===== src/rtl/bcd_time_pkg.sv =====
// Shared types, digit limits and helpers for the BCD time-of-day counter.
// Latency: n/a (types and combinational functions only).
// Backpressure: n/a.
package bcd_time_pkg;

  typedef logic [3:0] bcd_digit_t;

  // Packed HH:MM:SS, most significant digit first (matches the 24-bit port layout).
  typedef struct packed {
    bcd_digit_t h_hi;
    bcd_digit_t h_lo;
    bcd_digit_t m_hi;
    bcd_digit_t m_lo;
    bcd_digit_t s_hi;
    bcd_digit_t s_lo;
  } bcd_time_t;

  // Display word: converted time plus the PM flag.
  typedef struct packed {
    logic      pm;
    bcd_time_t t;
  } disp_t;

  typedef enum logic {
    HALT = 1'b0,
    RUN  = 1'b1
  } state_e;

  localparam bcd_digit_t DIGIT_MAX_LO      = 4'd9;  // any units digit
  localparam bcd_digit_t DIGIT_MAX_TENS    = 4'd5;  // minute/second tens
  localparam bcd_digit_t DIGIT_MAX_H_HI    = 4'd2;  // hour tens
  localparam bcd_digit_t DIGIT_MAX_H_LO_20 = 4'd3;  // hour units once hour tens is 2

  localparam logic [23:0] TIME_12H_MIDNIGHT = 24'h120000;

  // True when t is a legal 24h time: every digit decimal, hour <= 23, tens of M/S <= 5.
  function automatic logic is_valid_time(input bcd_time_t t);
    logic digits_ok;
    logic hour_ok;
    digits_ok = (t.h_hi <= DIGIT_MAX_LO) && (t.h_lo <= DIGIT_MAX_LO) &&
                (t.m_hi <= DIGIT_MAX_LO) && (t.m_lo <= DIGIT_MAX_LO) &&
                (t.s_hi <= DIGIT_MAX_LO) && (t.s_lo <= DIGIT_MAX_LO);
    hour_ok   = (t.h_hi < DIGIT_MAX_H_HI) ||
                ((t.h_hi == DIGIT_MAX_H_HI) && (t.h_lo <= DIGIT_MAX_H_LO_20));
    return digits_ok && hour_ok && (t.m_hi <= DIGIT_MAX_TENS) && (t.s_hi <= DIGIT_MAX_TENS);
  endfunction

  // 24h -> 12h: 00 -> 12 AM, 01..11 AM, 12 -> 12 PM, 13..23 -> H-12 PM. Minutes/seconds pass through.
  function automatic disp_t to_12h(input bcd_time_t t);
    disp_t      r;
    logic [4:0] h;
    logic [4:0] h12;
    h = {1'b0, t.h_hi} * 5'd10 + {1'b0, t.h_lo};
    if (h == 5'd0) begin
      h12 = 5'd12;
    end else if (h > 5'd12) begin
      h12 = h - 5'd12;
    end else begin
      h12 = h;
    end
    r.pm     = (h >= 5'd12);
    r.t      = t;
    r.t.h_hi = (h12 >= 5'd10) ? 4'd1 : 4'd0;
    r.t.h_lo = (h12 >= 5'd10) ? (h12[3:0] - 4'd10) : h12[3:0];
    return r;
  endfunction

endpackage


===== src/rtl/bcd_digit_counter.sv =====
// One BCD digit: counts 0..MAX_VAL on inc, parallel load wins over inc.
// Latency: q updates on the clock edge after inc/load; carry is combinational.
// Backpressure: none; carry is valid only in the cycle inc is applied.
module bcd_digit_counter
  import bcd_time_pkg::*;
#(
  parameter bcd_digit_t MAX_VAL = 4'd9
) (
  input  logic       clk,
  input  logic       rst,
  input  logic       inc,
  input  logic       load,
  input  bcd_digit_t din,
  output bcd_digit_t q,
  output logic       carry
);

  bcd_digit_t q_q;
  bcd_digit_t q_d;

  assign carry = inc && !load && (q_q == MAX_VAL);
  assign q     = q_q;

  // Next digit value: load has priority, otherwise wrap MAX_VAL -> 0 on inc.
  always_comb begin
    q_d = q_q;
    if (load) begin
      q_d = din;
    end else if (inc) begin
      q_d = (q_q == MAX_VAL) ? 4'd0 : q_q + 4'd1;
    end
  end

  // Digit register with synchronous reset.
  always_ff @(posedge clk) begin
    if (rst) begin
      q_q <= 4'd0;
    end else begin
      q_q <= q_d;
    end
  end

endmodule


===== src/rtl/bcd_time_counter.sv =====
// HH:MM:SS time-of-day counter with own prescaler, validated load and 12h/24h display.
// Latency: tick/day_wrap same cycle; time_out/pm 1 cycle after internal time; load_err next cycle.
// Backpressure: none. Optional alarm comparator is built when ALARM_EN is defined.
module bcd_time_counter
  import bcd_time_pkg::*;
#(
  parameter int unsigned CLK_HZ    = 50_000_000,
  parameter int unsigned TICK_MULT = 1
) (
  input  logic        clk,
  input  logic        rst,
  input  logic        run_en,
  input  logic        load,
  input  logic [23:0] load_time,
  input  logic        mode_12h,
  output logic [23:0] time_out,
  output logic        pm,
  output logic        tick,
  output logic        day_wrap,
`ifdef ALARM_EN
  input  logic [23:0] alarm_time,
  input  logic        alarm_arm,
  output logic        alarm_hit,
`endif
  output logic        load_err
);

  localparam int unsigned PW        = (CLK_HZ > 1) ? $clog2(CLK_HZ) : 1;
  localparam logic [PW-1:0] PRESC_MAX = PW'(CLK_HZ - 1);
  // Multi-second steps bypass the seconds increment chain and load a binary-computed value.
  localparam bit FAST = (TICK_MULT != 1);

  state_e        state_q, state_d;
  logic [PW-1:0] presc_q, presc_d;
  logic [23:0]   time_out_q;
  logic          pm_q, load_err_q;

  bcd_time_t  load_t, cur;
  bcd_digit_t h_hi, h_lo, m_hi, m_lo, s_hi, s_lo;
  logic       load_ok, tick_int;
  logic       s_lo_c, s_hi_c, m_lo_c, m_hi_c, h_lo_c, h_hi_c;
  logic       sec_carry, hour23, hour_wrap, fast_wrap;
  logic [6:0] sec_sum, sec_next;
  bcd_digit_t s_hi_fast, s_lo_fast;
  disp_t      disp_d;

  assign load_t   = bcd_time_t'(load_time);
  assign load_ok  = load && is_valid_time(load_t);
  // An accepted load steals the tick; reset steals everything.
  assign tick_int = !rst && (state_q == RUN) && (presc_q == PRESC_MAX) && !load_ok;
  assign cur      = {h_hi, h_lo, m_hi, m_lo, s_hi, s_lo};

  // Run/halt decision follows run_en one cycle later.
  always_comb begin
    state_d = state_q;
    case (state_q)
      HALT:    if (run_en) state_d = RUN;
      RUN:     if (!run_en) state_d = HALT;
      default: state_d = HALT;
    endcase
  end

  // Prescaler: restarts on accepted load, counts only while running.
  always_comb begin
    presc_d = presc_q;
    if (load_ok) begin
      presc_d = '0;
    end else if (state_q == RUN) begin
      presc_d = (presc_q == PRESC_MAX) ? '0 : presc_q + 1'b1;
    end
  end

  // Seconds advance for TICK_MULT > 1: binary add, mod 60, at most one minute carry.
  assign sec_sum   = 7'(s_hi) * 7'd10 + 7'(s_lo) + 7'(TICK_MULT);
  assign fast_wrap = (sec_sum >= 7'd60);
  assign sec_next  = fast_wrap ? (sec_sum - 7'd60) : sec_sum;
  assign s_hi_fast = 4'(sec_next / 7'd10);
  assign s_lo_fast = 4'(sec_next % 7'd10);

  assign sec_carry = FAST ? (tick_int && fast_wrap) : s_hi_c;
  assign hour23    = (h_hi == DIGIT_MAX_H_HI) && (h_lo == DIGIT_MAX_H_LO_20);
  assign hour_wrap = m_hi_c && hour23;

  bcd_digit_counter #(.MAX_VAL(DIGIT_MAX_LO)) u_s_lo (
    .clk(clk), .rst(rst), .inc(tick_int && !FAST), .load(load_ok || (tick_int && FAST)),
    .din(load_ok ? load_t.s_lo : s_lo_fast), .q(s_lo), .carry(s_lo_c));

  bcd_digit_counter #(.MAX_VAL(DIGIT_MAX_TENS)) u_s_hi (
    .clk(clk), .rst(rst), .inc(s_lo_c), .load(load_ok || (tick_int && FAST)),
    .din(load_ok ? load_t.s_hi : s_hi_fast), .q(s_hi), .carry(s_hi_c));

  bcd_digit_counter #(.MAX_VAL(DIGIT_MAX_LO)) u_m_lo (
    .clk(clk), .rst(rst), .inc(sec_carry), .load(load_ok),
    .din(load_t.m_lo), .q(m_lo), .carry(m_lo_c));

  bcd_digit_counter #(.MAX_VAL(DIGIT_MAX_TENS)) u_m_hi (
    .clk(clk), .rst(rst), .inc(m_lo_c), .load(load_ok),
    .din(load_t.m_hi), .q(m_hi), .carry(m_hi_c));

  // 23 -> 00: units digit is forced to 0 while the tens digit wraps 2 -> 0 via its own carry.
  bcd_digit_counter #(.MAX_VAL(DIGIT_MAX_LO)) u_h_lo (
    .clk(clk), .rst(rst), .inc(m_hi_c && !hour23), .load(load_ok || hour_wrap),
    .din(load_ok ? load_t.h_lo : 4'd0), .q(h_lo), .carry(h_lo_c));

  bcd_digit_counter #(.MAX_VAL(DIGIT_MAX_H_HI)) u_h_hi (
    .clk(clk), .rst(rst), .inc(h_lo_c || hour_wrap), .load(load_ok),
    .din(load_t.h_hi), .q(h_hi), .carry(h_hi_c));

  // Display conversion from the current internal time.
  always_comb begin
    disp_d.pm = 1'b0;
    disp_d.t  = cur;
    if (mode_12h) begin
      disp_d = to_12h(cur);
    end
  end

  // State, prescaler, display and error registers.
  always_ff @(posedge clk) begin
    if (rst) begin
      state_q    <= HALT;
      presc_q    <= '0;
      time_out_q <= mode_12h ? TIME_12H_MIDNIGHT : 24'h0;
      pm_q       <= 1'b0;
      load_err_q <= 1'b0;
    end else begin
      state_q    <= state_d;
      presc_q    <= presc_d;
      time_out_q <= disp_d.t;
      pm_q       <= disp_d.pm;
      load_err_q <= load && !is_valid_time(load_t);
    end
  end

  assign time_out = time_out_q;
  assign pm       = pm_q;
  assign tick     = tick_int;
  assign day_wrap = h_hi_c;
  assign load_err = load_err_q;

`ifdef ALARM_EN
  logic alarm_eq, alarm_eq_q, alarm_hit_q;
  assign alarm_eq = (cur == bcd_time_t'(alarm_time));

  // Pulse once when time first matches the alarm; stay quiet while it keeps matching.
  always_ff @(posedge clk) begin
    if (rst) begin
      alarm_eq_q  <= 1'b0;
      alarm_hit_q <= 1'b0;
    end else begin
      alarm_eq_q  <= alarm_eq;
      alarm_hit_q <= alarm_arm && alarm_eq && !alarm_eq_q;
    end
  end

  assign alarm_hit = alarm_hit_q;
`endif

endmodule

===== config.mk =====
export PLATFORM = sky130hd
export DESIGN_NAME = bcd_time_counter
export DESIGN_NICKNAME = d
export VERILOG_FILES = /design/src/rtl/bcd_time_pkg.sv /design/src/rtl/bcd_digit_counter.sv /design/src/rtl/bcd_time_counter.sv
export SDC_FILE = /design/constraint.sdc
export NUM_CORES = 1
export LEC_CHECK = 0
export ABC_CLOCK_PERIOD_IN_PS = 11800
export BUFFER_PORTS_ARGS = -buffer_cell sky130_fd_sc_hd__buf_2
export CAP_MARGIN = 5
export CORE_MARGIN = 2
export CORE_UTILIZATION = 64
export DETAILED_ROUTE_END_ITERATION = 12
export PLACE_DENSITY = 0.87
export SETUP_SLACK_MARGIN = 0.1
export SLEW_MARGIN = 40
export SYNTH_ARGS = -nofsm -noshare
export SYNTH_HDL_FRONTEND = slang
export SYNTH_HIERARCHICAL = 1
export SYNTH_SLANG_ARGS = --single-unit

===== constraint.sdc =====
create_clock -name clk -period 11.8 [get_ports clk]
set_clock_uncertainty 0.1 [all_clocks]
set_input_delay 2.36 -clock clk [delete_from_list [all_inputs] [get_ports clk]]
set_output_delay 2.36 -clock clk [all_outputs]
set_load 0.02 [all_outputs]

==> metrics.txt, run 1 <==
post-synth top area share=0.3121; Die W=91.84 um; # IOs=57; gr usage total=0.2797; first-pass GRT wire length=19260 um; Synth area leaders=dfxtp_1 (31%), nor2_1 (5.5%), xor2_1 (5.0%); clock tree sinks=77; Pre-Repair DR Iteration Count=5; Mean Syn Cell Area=8.314 um2; CTS Hold Buffers Added=0; area grow syn2layout=11.05%; RSZ-0062 raised after global routing=no; flop-to-flop setup slack=5.59 ns; initial antenna violation count=0; cell taking the most area after synthesis=dfxtp_1; Max Slew Vio Count=0; R2R Path End=u_s_lo/q[1]$_SDFFE_PP0P_; FFs w/ async S/R, synth=0; worst r2r src=u_s_lo/q[0]$_SDFFE_PP0P_; Core Util, Final=0.7209; Final Hold Viols=0; Fmax=0.1018 GHz; Hold Crit Start=presc_q[1]$_SDFFE_PP0P_; WHS Endpoint=presc_q[1]$_SDFFE_PP0P_; Fill cells=602; placed instance area=0.005281 mm2; critical-path maximum fanout=11; Worst Setup End Kind=output port; Die H=91.84 um; Clock Tree Buf Depth=2; CP startpoint kind=input pin; Post-Layout Cell Count=754; Placed Instances=738; Final Wtd Congestion=0.9653; Fin Setup TNS=0 ns; worst reg2reg path depth=20; Post-Syn Instances=594; Starting DRT DRC Count=302; Reg area=0.001541 mm2; gr ovfl total=0; clk_lat worst skew=0.37 ns; Setup Crit Path Kind=in2out; crit share post-route=0.8327; HP Class=reg2reg; Hold Path Depth=2; synth warn=6; Setup Fix Bufs, Post-CTS=0; Max-Cap Viols=0; Pleak=0.002277 uW; nets=698; row count=32; Starting Density=0.6492; Yosys reg bits=77; area of the multi-input gates=0.003191 mm2; synth unique cells=72; syn_nets=645; Top FF cell, synth=dfxtp_1; synthesized cell area=0.004938 mm2; Seq/Total Area, Yosys=0.3121; Final Instance Area=0.005484 mm2; via count=4532; vias in the first global route=4263; list of most frequent post-synthesis cells=dfxtp_1 (77), nor2_1 (72), nand2_1 (40), inv_1 (37), a21oi_1 (35); measured slew at the worst slew-check pin=0.7372 ns; CTS tree=built; min cycle time layout=9.826 ns; vias per inst=6.011; Max transition margin=0.5050; IO Port Bufs=56; Die Area=0.008435 mm2; Antenna Violating Nets Remaining=0; CTS root buf=clkbuf_8; worst vdd ir=0.07563 mV; layout cells sized above 1=0.1534; total CTS buffers=9; Reg clk slew, reported paths=0.10 ns; Final HPWL DP=8477 um; top-count cell post-synth=dfxtp_1; Critical Path RT=9.34 ns; post-cts sizing count=0; CP arrival=7.37 ns; Clock H-tree levels=3; pin count of the biggest net entering global routing=52; EDFF count, synth=0; DRC=0; power density over cell area=87.96 mW/mm2; Ant. Diodes=0; final setup fails=0; Placeable Area=0.007607 mm2; DR WL/cell=15.63 um; final WL=11780 um; run status=complete, no violations
-- cells in the final DEF, fill, tap and decap left out, types with 10 or more instances in the layout --
cell,instances
nor2b_1,21
ha_1,19
nor3_1,10
inv_1,37
xor2_1,28
nand2_1,40
nor2_1,72
dfxtp_1,77
a21oi_1,35
nand4_1,15
a211oi_1,10
mux2i_1,14
nand3_1,15
o21ai_0,14
xnor2_1,20
buf_2,55
-- stage by stage --
stage	setup slack, ns	power (uW)	hold WS, ns
2_1_floorplan	2.347	280.6	0.3626
3_3_place_gp	2.046	291.3	0.3794
3_5_place_dp	1.731	292.1	0.3917
4_1_cts	1.648	484.5	0.4061
5_1_grt	1.441	498.6	0.4343
6_report	1.974	482.4	0.4133
-- flip-flops by register name, indices dropped and copies added, names as in the netlist --
signal / cells
u_s_hi/q: 4
load_err: 1
time_out: 24
pm: 1
state_q: 1
u_h_hi/q: 4
u_m_lo/q: 4
presc_q: 26
u_h_lo/q: 4
u_s_lo/q: 4
u_m_hi/q: 4
-- per-layer routing --
metal,vias up,track usage,wire length (um)
met2,154,0.4663,5565
met3,29,0.04026,618
met4,0,0.1182,342
met5,-,0,0
met1,2116,0.3632,5256
li1,2233,-,-
-- worst max-delay path by stage --
stage | startpoint | end | cells past startpoint
after floorplan | load_time[17] | day_wrap | 20
after detailed placement | load_time[1] | day_wrap | 24
after global routing | load_time[11] | day_wrap | 24
after global placement | rst | day_wrap | 21
final | load_time[1] | day_wrap | 24
after CTS | load_time[1] | day_wrap | 24
-- power by group --
part	leakage [uW]	internal (uW)	switching (uW)	total [uW]
logic	0.00156	8.69	15.3	24.0
clock network	0.0000903	81.1	114	196
registers	0.000622	261	1.42	263
-- worst max-delay path: stages --
cell and delay, ns:
buf_2 0.10, o21ai_0 0.14, nand3_1 0.11, nor2_1 0.09, nand2_1 0.28, nand2_1 0.18, nor2_1 0.39, nand2_2 0.14
nor4_1 0.58, nand2_2 0.18, nor4_2 0.41, nand2_2 0.14, nor4_2 0.44, nand2_2 0.14, nor4_1 0.28, inv_1 0.07
or2_2 0.31, nand2_1 0.18, nand2b_1 0.18, nor4_1 0.06, nand2b_1 0.25, nand2b_1 0.14, nor3_1 0.05, buf_2 0.17
-- kinds of logic (layout without fill, tap and decap cells) --
| kind of cell | Yosys count | in the layout | synth area share |
|---|---|---|---|
| AO/OA/AOI/OAI | 126 | 126 | 0.1910 |
| XOR/XNOR | 48 | 48 | 0.08513 |
| adder cells (fa/ha/maj) | 22 | 22 | 0.06030 |
| buffers and inverters | 54 | 112 | 0.04484 |
| flip-flops | 77 | 77 | 0.3121 |
| multiplexers | 15 | 15 | 0.03294 |
| AND/OR/NAND/NOR | 252 | 252 | 0.2736 |
-- layout make-up --
type / count / area share
Timing Repair Buffer: 57 / 0.05293
Sequential cell: 77 / 0.2811
Clock buffer: 9 / 0.02259
Clock inverter: 7 / 0.01164
Multi-Input combinational cell: 463 / 0.5818
Inverter: 39 / 0.02669
Tap cell: 102 / 0.02327
Power figures use the tool's default switching activity.
==> inputs of run 2 (changes only) <==
--- a/config.mk
+++ b/config.mk
@@ -5,13 +5,13 @@
 export SDC_FILE = /design/constraint.sdc
 export NUM_CORES = 1
 export LEC_CHECK = 0
-export ABC_CLOCK_PERIOD_IN_PS = 11800
+export ABC_CLOCK_PERIOD_IN_PS = 10150
 export BUFFER_PORTS_ARGS = -buffer_cell sky130_fd_sc_hd__buf_2
 export CAP_MARGIN = 5
 export CORE_MARGIN = 2
-export CORE_UTILIZATION = 64
+export CORE_UTILIZATION = 59
 export DETAILED_ROUTE_END_ITERATION = 12
-export PLACE_DENSITY = 0.87
+export PLACE_DENSITY = 0.81
 export SETUP_SLACK_MARGIN = 0.1
 export SLEW_MARGIN = 40
 export SYNTH_ARGS = -nofsm -noshare
==> constraint.sdc (replaced) <==
create_clock -name clk -period 10.15 [get_ports clk]
set_clock_uncertainty 0.1 [all_clocks]
set_input_delay 2.03 -clock clk [delete_from_list [all_inputs] [get_ports clk]]
set_output_delay 2.03 -clock clk [all_outputs]
set_load 0.02 [all_outputs]
==> metrics.txt, run 2 (synthesis results as in run 1) <==
Setup Fix Bufs, Post-CTS=0 (unchanged); GR Layer Usage met3=0.04427 (was 0.04026); final WL=11680 um (was 11780 um); Hold Path Depth=2 (unchanged); final setup fails=0 (unchanged); Max-Cap Viols=0 (unchanged); run status=complete, no violations (unchanged); via count=4543 (was 4532); row count=33 (was 32); CTS root buf=clkbuf_8 (unchanged); Pleak=0.002301 uW (was 0.002277 uW); Critical Path RT=8.02 ns (was 9.34 ns); switching power summed over all nets=144.7 uW (was 131.2 uW); Die H=95.49 um (was 91.84 um); max reg flops=26 (unchanged); clk_lat worst skew=0.37 ns (about the same); Fin Setup TNS=0 ns (unchanged); clock tree sinks=77 (unchanged); GR Util met2=0.4296 (was 0.4663); Pre-Repair DR Iteration Count=5 (unchanged); nets=700 (was 698); Die Area=0.009118 mm2 (was 0.008435 mm2); Final Wtd Congestion=0.8795 (was 0.9653); Starting DRT DRC Count=248 (was 302); area grow syn2layout=11.55% (was 11.05%); Placeable Area=0.008175 mm2 (was 0.007607 mm2); gr ovfl total=0 (unchanged); Antenna Violating Nets Remaining=0 (unchanged); gr usage total=0.2627 (was 0.2797); Ant. Diodes=0 (unchanged); RSZ-0062 raised after global routing=no (unchanged); met1 global-route usage=0.3351 (was 0.3632); vias per inst=5.986 (was 6.011); Clock H-tree levels=3 (unchanged); CTS Hold Buffers Added=0 (unchanged); Biggest register=presc_q (unchanged); most frequent cells in the layout=dfxtp_1 (77), nor2_1 (72), buf_2 (56) (was dfxtp_1 (77), nor2_1 (72), buf_2 (55)); area of the multi-input gates=0.003184 mm2 (was 0.003191 mm2); worst vdd ir=0.07288 mV (was 0.07563 mV); power density over cell area=104.5 mW/mm2 (was 87.96 mW/mm2); critical-path maximum fanout=11 (unchanged); Reg clk slew, reported paths=0.09 ns (was 0.10 ns); Setup Crit Path Kind=in2out (unchanged); switch share=0.2513 (was 0.2720); Clock Tree Buf Depth=2 (unchanged); IO Port Bufs=56 (unchanged); HP Class=reg2reg (unchanged); Starting Density=0.6041 (was 0.6492); crit share post-route=0.8882; vias in the first global route=4065 (was 4263); CP arrival=6.89 ns (was 7.37 ns); post-cts sizing count=0 (unchanged); DRC=0 (unchanged); worst reg2reg path depth=20 (unchanged); total CTS buffers=9 (unchanged); Fmax=0.1109 GHz; Max transition margin=0.4579 (was 0.5050); DR WL/cell=15.39 um (was 15.63 um); Post-Layout Cell Count=759 (was 754); Die W=95.49 um (was 91.84 um); layer with the highest usage=met2 (unchanged); CP startpoint kind=input pin (unchanged); # IOs=57 (unchanged); min cycle time layout=9.016 ns; measured slew at the worst slew-check pin=0.8057 ns (was 0.7372 ns); sequential share of power=0.531 (was 0.545); flop-to-flop setup slack=4.09 ns (was 5.59 ns); Fill cells=700 (was 602); Final Hold Viols=0 (unchanged); Combinational Power Share=0.048 (was 0.050); WHS=0.4106 ns (was 0.4133 ns); initial antenna violation count=0 (unchanged); Worst Setup End Kind=output port (unchanged); Core Util, Final=0.6739 (was 0.7209); Clk pwr share=0.422 (was 0.405); Power Internal=431.1 uW (was 351.2 uW); pin count of the biggest net entering global routing=51 (was 52); most common cell after layout, fill and taps aside=dfxtp_1 (unchanged); Final HPWL DP=8471 um (was 8477 um); Reg area=0.001541 mm2 (unchanged); first-pass GRT wire length=18930 um (was 19260 um); layout cells sized above 1=0.1544 (was 0.1534); CTS tree=built (unchanged); Placed Instances=743 (was 738); Max Slew Vio Count=0 (unchanged)
## run 2: cell types whose count changed in the layout (fill, tap and decap cells not counted)
cell	previous run	this run
clkinvlp_4	2	0
buf_2	55	56
nor4_2	2	1
nor4_1	7	8
clkinv_2	0	1
bufinv_16	0	1
inv_6	2	4
inv_8	2	0
buf_4	2	3
## run 2: path summary, 6_finish.rpt
| kind | startpoint | to |
|---|---|---|
| min reg2reg | presc_q[1]$_SDFFE_PP0P_ | presc_q[1]$_SDFFE_PP0P_ |
| max reg2reg | u_s_lo/q[0]$_SDFFE_PP0P_ | u_s_lo/q[1]$_SDFFE_PP0P_ |
| min | presc_q[1]$_SDFFE_PP0P_ | presc_q[1]$_SDFFE_PP0P_ |
| max | load_time[11] | day_wrap |
## run 2: area by class of cell
class	instances	share of cell area
sequential	77	0.2798
inverter	39	0.02657
timing repair buffer	59	0.05496
tap	105	0.02385
clock buffer	9	0.02248
clock inverter	7	0.01431
multi-input combinational	463	0.5780
## run 2: per-layer routing
metal | wire length [um] | share of wire
met1 | 5077 | 0.43
met2 | 5595 | 0.48
met3 | 630 | 0.054
met4 | 376 | 0.032
met5 | 0 | 0
## run 2: worst max-delay path, stage by stage
cell      delay [ns]
buf_2           0.09
o21ai_0         0.16
nand3_1         0.13
nor2_1          0.09
nand2_1         0.29
nand2_1         0.18
nor2_1          0.36
nand2_2         0.13
nor4_2          0.42
nand2_2         0.14
nor4_1          0.20
buf_4           0.19
nand2_2         0.08
nor4_1          0.63
nand2_2         0.15
nor4_1          0.26
inv_1           0.07
or2_2           0.31
nand2_1         0.17
nand2b_1        0.15
nor4_1          0.05
nand2b_1        0.24
nand2b_1        0.14
nor3_1          0.05
buf_2           0.17
## run 2: metrics by stage
stage / power, uW / setup WS (ns) / cell area, um2
5_1_grt: 594.5 / 0.6508 / 5509
2_1_floorplan: 326.2 / 1.357 / 4938
3_5_place_dp: 339.6 / 1.024 / 5298
6_report: 575.7 / 1.135 / 5509
4_1_cts: 577.3 / 0.9562 / 5500
3_3_place_gp: 338.9 / 1.311 / 5298
## run 2: power groups by stage
stage,logic (uW),registers (uW),clock network (uW)
floorplan,12.6,314,0
global placement,26.5,312,0
detailed placement,27.0,313,0
CTS,27.3,305,245
global route,30.1,306,259
finish,27.4,306,243
